**config.mk**
```make
export PLATFORM = sky130hd
export DESIGN_NAME = writeback_stage
export DESIGN_NICKNAME = d
export VERILOG_FILES = /design/src/rtl/writeback_stage_pkg.sv /design/src/rtl/writeback_stage_load_formatter.sv /design/src/rtl/writeback_stage.sv
export SDC_FILE = /design/constraint.sdc
export NUM_CORES = 1
export LEC_CHECK = 0
export ABC_CLOCK_PERIOD_IN_PS = 1920
export BUFFER_PORTS_ARGS = -buffer_cell sky130_fd_sc_hd__clkbuf_2
export CAP_MARGIN = 15
export CORE_ASPECT_RATIO = 0.7
export CORE_MARGIN = 4
export CORE_UTILIZATION = 30
export DETAILED_ROUTE_END_ITERATION = 12
export RECOVER_POWER = 25
export SETUP_SLACK_MARGIN = 0.1
export SKIP_LAST_GASP = 1
export SLEW_MARGIN = 25
export SYNTH_ARGS = -nofsm -noshare
export SYNTH_HDL_FRONTEND = slang
export SYNTH_SLANG_ARGS = --single-unit
```
**constraint.sdc**
```tcl
create_clock -name CLK -period 1.92 [get_ports CLK]
set_input_delay 0.096 -clock CLK [delete_from_list [all_inputs] [get_ports CLK]]
set_output_delay 0.096 -clock CLK [all_outputs]
set_load 0.005 [all_outputs]
```
**src/rtl/writeback_stage_pkg.sv**
```systemverilog
// definitions: shared result-source enum, load funct3 codes, W-register layout and clock period
package definitions;
  localparam int CLOCK_PERIOD = 10;
  typedef enum logic [1:0] {RES_ALU = 2'b00, RES_MEM = 2'b01, RES_PC4 = 2'b10} result_src_t;
  localparam logic [2:0] F3_LB  = 3'b000;
  localparam logic [2:0] F3_LH  = 3'b001;
  localparam logic [2:0] F3_LW  = 3'b010;
  localparam logic [2:0] F3_LBU = 3'b100;
  localparam logic [2:0] F3_LHU = 3'b101;
  typedef struct packed {
    logic        valid;
    logic        reg_w_en;
    logic [4:0]  addr;
    logic [1:0]  src;
    logic [2:0]  funct3;
    logic [31:0] alu;
    logic [31:0] pc4;
    logic [31:0] raw;
  } w_reg_t;
endpackage

```
**src/rtl/writeback_stage_load_formatter.sv**
```systemverilog
// load_formatter: byte/half extraction with sign/zero extension of a raw load word (in Raw, Funct3, Offset; out Data)
module load_formatter
  import definitions::*;
(
  input  logic [31:0] Raw,
  input  logic [2:0]  Funct3,
  input  logic [1:0]  Offset,
  output logic [31:0] Data
);
  logic [7:0]  b;
  logic [15:0] h;
  always_comb begin
    b    = 8'(Raw >> {Offset, 3'b000});
    h    = Offset[1] ? Raw[31:16] : Raw[15:0];
    Data = Funct3 == F3_LB  ? {{24{b[7]}}, b}  :
           Funct3 == F3_LBU ? {24'b0, b}       :
           Funct3 == F3_LH  ? {{16{h[15]}}, h} :
           Funct3 == F3_LHU ? {16'b0, h}       : Raw;
  end
endmodule

```
**src/rtl/writeback_stage.sv**
```systemverilog
// writeback_stage: MEM/WB register, load formatting, result mux, regfile write port and retire report (in CLK,RST,STALL,FLUSH,M_*; out REG_W_*,WB_Retire,Instret; RETIRE_COUNTER_EN enables the 64-bit Instret counter)
module writeback_stage
  import definitions::*;
(
  input  logic        CLK,
  input  logic        RST,
  input  logic        STALL,
  input  logic        FLUSH,
  input  logic        M_Valid,
  input  logic        M_REG_W_En,
  input  logic [4:0]  M_REG_W_Addr,
  input  logic [1:0]  M_Result_Src,
  input  logic [2:0]  M_Funct3,
  input  logic [31:0] M_ALU_Result,
  input  logic [31:0] M_PC_Plus_4,
  input  logic [31:0] M_Load_Data,
  output logic        REG_W_En,
  output logic [4:0]  REG_W_Addr,
  output logic [31:0] REG_W_Data,
  output logic        WB_Retire,
  output logic [63:0] Instret
);
  w_reg_t      w_q, w_d;
  logic [31:0] load_data;
  always_comb begin
    w_d = STALL ? w_q : '{M_Valid, M_REG_W_En, M_REG_W_Addr, M_Result_Src, M_Funct3,
                          M_ALU_Result, M_PC_Plus_4, M_Load_Data};
    if (FLUSH) begin
      w_d.valid    = 1'b0;
      w_d.reg_w_en = 1'b0;
    end
  end
  always_ff @(posedge CLK) begin
    if (RST) w_q <= '0;
    else     w_q <= w_d;
  end
  load_formatter u_fmt (
    .Raw    (w_q.raw),
    .Funct3 (w_q.funct3),
    .Offset (w_q.alu[1:0]),
    .Data   (load_data)
  );
  assign REG_W_Addr = w_q.addr;
  assign REG_W_Data = w_q.src == RES_MEM ? load_data :
                      w_q.src == RES_PC4 ? w_q.pc4   : w_q.alu;
  assign REG_W_En   = w_q.valid & w_q.reg_w_en & (|w_q.addr) & ~STALL;
  assign WB_Retire  = w_q.valid & ~STALL;
`ifdef RETIRE_COUNTER_EN
  logic [63:0] instret_q, instret_d;
  assign instret_d = instret_q + 64'(WB_Retire);
  always_ff @(posedge CLK) begin
    if (RST) instret_q <= '0;
    else     instret_q <= instret_d;
  end
  assign Instret = instret_q;
`else
  assign Instret = '0;
`endif
endmodule
```
# After elaboration in Yosys (flattened, before gate mapping)
# Cells that the tools add are included.
[word_totals] elab_cells=29 regBits=108 in_bits=112
[op_classes] mux=7 shifts=1 eq_ne=5 reduce_logical=3 n_bitwise=5
[ops] operator="$mux 32" n=6
[ops] operator="$shr 32x5->8" n=1
[ops] operator="$mux 16" n=1
[ops] operator="$eq 3x3->1 const B" n=2
[ops] operator="$reduce_or 5->1" n=1
[ops] operator="$and 1x1->1" n=4
[ops] operator="$eq 3x1->1 const B" n=1
[ops] operator="$logic_not 3->1" n=1
[ops] operator="$eq 2x1->1 const B" n=1
[ops] operator="$eq 2x2->1 const B" n=1
[ops] operator="$reduce_or 2->1" n=1
[ops] operator="$not 1->1" n=1

# Logic depth before layout (Yosys ltp)
[depth] depth_word=6 depth_mapped=6 mapped_depth_nobuf=4

# By module
# From an unflattened synthesis, not the netlist that was laid out.
[unflattened] hier_cells=659 hier_area_um2=6336.1
[modules_own_cells] mod="writeback_stage" cells_per_inst=532 instances=1 area_each_um2=5405.2 seq_area_each_um2=2162.1
[modules_own_cells] mod="load_formatter" cells_per_inst=127 instances=1 area_each_um2=930.9 seq_area_each_um2=0.0

# Worst setup path after synthesis
# Ideal clock, no wire load.
[synth_timing] kind="register to output" start="register w_q[64] in the netlist's numbering" end="output port REG_W_Data[10]" t_arrival_ns=1.424 stages_incl_launch_ff=5 path_slack_ns=0.400 path_cell_list="dfxtp_1 -> buf_2 -> mux4_2 -> a31oi_2 -> a221oi_1"
[synth_between] elab_chain_len=3
[synth_lines] element="start, declared" line_no="writeback_stage.sv:23" text="w_reg_t w_q, w_d;"
[synth_lines] element="start signal, assigned" line_no="writeback_stage.sv:35" text="else w_q <= w_d;"
[synth_lines] element="$shr 32x5->8" line_no="writeback_stage_load_formatter.sv:13" text="b = 8'(Raw >> {Offset, 3'b000});"
[synth_lines] element="$mux 32" line_no="writeback_stage_load_formatter.sv:15" text="Data = Funct3 == F3_LB ? {{24{b[7]}}, b} :"
[synth_lines] element="$mux 32" line_no="writeback_stage.sv:44" text="assign REG_W_Data = w_q.src == RES_MEM ? load_data :"
[synth_lines] element="end, declared" line_no="writeback_stage.sv:19" text="output logic [31:0] REG_W_Data,"
# No other way between the ends.

# Worst setup path in the final report
[layout_timing] start="register w_q[65] in the netlist's numbering" end="output port REG_W_Data[11]"
[layout_between] elab_chain_len=6
[layout_lines] element="branches (longest 4 deep; another with $shr 32x5->8)"
[layout_lines] element="$mux 32 *" line_no="writeback_stage_load_formatter.sv:15"
[layout_lines] element="$mux 32 *" line_no="writeback_stage.sv:44"
# Every way passes the cells marked *.

==> results.yml <==
run_status:
  status: "finished with violations"
  violations: "negative hold slack, negative setup slack"
critical_path:
  start_kind: "flop"
  worst-path-max-fanout: 17
  critPathRequiredTime_ns: 1.82
  max_stage_delay_ns: 0.45
  crit_type: "reg2out"
  rrSetupSlack_ns: 0.97
  cp_data_arrival_time_ns: 1.89
  reg2reg_to: "w_q[99]"
  slowest_stage: "a22oi_1"
  cp_top_family: "compound AO/OA/AOI/OAI gates"
  cp_cell_sequence: "inv_2, buf_4, a22o_1, a22oi_1, a221oi_2, clkbuf_2"
  endpoint_kind: "primary output"
  rr_startpoint: "w_q[99]"
  rr_worst_depth: 3
  critPathBufInv: 3
sta:
  rsz0062_at_grt: "true"
  worst_pin_slew_ns: 0.915
  clock_skew_ns: 0
  setup_viol: 13
  fin_crit_sh: 1.03
  hold_viol_final: 1
  fmax_ghz: 0.504
  tns_ns: -0.294
  period_minus_slack_ns: 1.98
  worst_slack_ns: -0.0644
  drv_slew: 0
  hold_slack_ns: -0.00604
  timing.slew.headroom: 0.390
final_layout:
  area_growth_pct: 39.2
  utilization: 0.428
  drive_above_1_share: 0.267
  nets: 947
  fin_cells: 1077
synthesis:
  yosysMostFrequentCell: "mux2i_1"
  netlist_area_um2: 5590
  synth.area.mux_share: 0.250
  synth_xor_area_frac: 0
  synth_warnings: 0
  yosys.area.top_type_share: 0.387
  yosysSeqAreaShare: 0.387
  synth-adder-area-share: 0
  synth.largest_area_cell: "dfxtp_1"
  synth_cell_types: 28
  synth_top_family_by_area: "multiplexers"
  synth-seq-cells: 108
  synth_commonest_cells: "mux2i_1, nor2_1, dfxtp_1, buf_4, a21oi_1"
  ys.flop_type: "dfxtp_1"
  synth-edff-count: 0
  yosys.area_share.simple: 0.108
  synth_compound_area_frac: 0.123
  syn_inst: 611
  syn_area_per_cell_um2: 9.14
  synthArstFlopShare: 0
  ys_top_cells_by_area: "dfxtp_1, mux2i_1, buf_4"
route:
  drt-met1-wl_mm: 8.31
  drc: 0
  wl_per_cell_um: 16.2
  dr_wl_met2_mm: 7.80
  highest_layer: "met4"
  drtIter0Drc: 371
  met3_length_mm: 1.23
  antenna_left: 0
  drt_pass1_iterations: 5
  vias_per_cell: 4.64
  vias: 5000
  routed_wl_mm: 17.5
worst_hold_path:
  hp-class: "in2reg"
  hold_end: "w_q[89]"
  hp-start: "M_ALU_Result[25]"
  hold_depth: 3
global_route:
  overflow: 0
  grt_pass1_vias: 4798
  grt_max_degree: 41
  antenna_found_initial: 1
  grt_pass1_wl_mm: 26.2
  grt_use_total: 0.161
placed_design:
  portBuffers: 150
  dpl.cell_count: 972
  hpwlAfterDp_mm: 12.5
  routabilityCongestion: 0.851
clocking:
  clk_latency_ns: 0.34
  clock_path_buffers: 2
  cts_sinks: 108
  cts_buffers: 9
  cts_max_level: 3
  cts.clk_slew.worst_paths_ns: 0.07
  cts_tree: "done"
  root_buffer: "clkbuf_16"
power_and_ir_drop:
  p_leak_nw: 3.60
  p_per_area_nw_per_um2: 720
  p_sw_frac: 0.274
  cell_internal_pwr_mw: 4.06
  p_seq_frac: 0.445
  clockPowerShare: 0.344
  switchingPower_mw: 1.54
  comb_power_share: 0.212
  peakVddDrop_uv: 467
floorplanning:
  die_w_um: 171
  ios: 215
  rows: 41
  initial_core_util: 0.308
  dieArea_um2: 20900
  coreArea_um2: 18200
  die_h_um: 122
job:
  maxCapViolations: 0
-- metrics by stage --
stage | setup slack, ns | total power [mW] | area (µm²) | hold slack [ns]
after floorplan | 0.400 | 3.20 | 5820 | 0.175
after global placement | 0.158 | 3.50 | 6410 | 0.295
after detailed placement | 0.129 | 3.52 | 6410 | 0.295
after CTS | -0.0564 | 5.64 | 7740 | 0.000000888
after global routing | -0.125 | 5.88 | 7770 | 0.00435
final | -0.0644 | 5.60 | 7770 | -0.00604
-- worst reg2reg max path, delay by kind of cell, from the launching register on --
kind | cells | cell delay (ns)
buffers and inverters | 1 | 0.23
muxes | 1 | 0.09
DFF | 1 | 0.47
and+or+nand+nor | 1 | 0.11
-- how the worst max path moves through the flow --
stage	cells past startpoint	start	end
final	6	w_q[65]	REG_W_Data[11]
after global routing	7	w_q[65]	REG_W_Data[5]
after CTS	6	w_q[65]	REG_W_Data[17]
after detailed placement	5	w_q[64]	REG_W_Data[14]
after global placement	6	w_q[96]	REG_W_Data[16]
after floorplan	4	w_q[64]	REG_W_Data[10]
-- power groups by stage --
stage | Clock, mW | Sequential (mW) | Combinational (mW)
global route | 2.07 | 2.51 | 1.31
floorplan | 0 | 2.49 | 0.710
CTS | 1.98 | 2.49 | 1.17
finish | 1.92 | 2.49 | 1.19
global placement | 0 | 2.54 | 0.970
detailed placement | 0 | 2.54 | 0.980
-- timing repair --
item | 4_1_cts | 5_1_grt
hold endpoints to repair | 87 | 0
gates resized for setup | 30 | 9
hold buffers | 86 | 0
pin swaps | 17 | 0
setup buffers | 2 | 0
setup endpoints to repair | 32 | 32
-- final cells by class --
cell class | count | area (µm²)
timing repair buffer | 265 | 1910
clock buffer | 12 | 256
sequential | 108 | 2170
tap | 236 | 295
fill | 1813 | 10400
multi-input combinational | 448 | 3070
inverter | 3 | 11.3
clock inverter | 4 | 47.5
antenna | 1 | 2.50
-- routing by layer --
layer  vias to the layer above  global-route usage
li1                       2460                   -
met1                      2355               0.232
met2                       174               0.251
met3                        11              0.0392
met4                         0              0.0238
met5                         -                   0
-- registers in the layout, summed over array words and instances (netlist names) --
register / count
w_q: 103
REG_W_Addr: 5
-- cells by family after synthesis --
kind of cell	after synthesis
buf+inv	118
compound gates	94
other cells	1
mux	137
simple gates	153
flops	108
-- placed cells by master (no fill, tap or decap), types with 3 or more instances in the layout --
master / instances
clkbuf_2: 148
mux2i_1: 135
nor2_1: 119
dfxtp_1: 104
dlygate4sd3_1: 86
conb_1: 64
a21oi_1: 28
buf_4: 20
nand2_1: 18
a22oi_1: 13
o22ai_1: 12
a221oi_2: 10
a22o_1: 9
clkbuf_16: 9
o32a_1: 7
nor3_1: 6
buf_12: 6
a221oi_1: 4
o221ai_2: 4
o221ai_1: 3
clkbuf_1: 3
buf_6: 3
No activity file was read; power rests on OpenSTA's default activity.
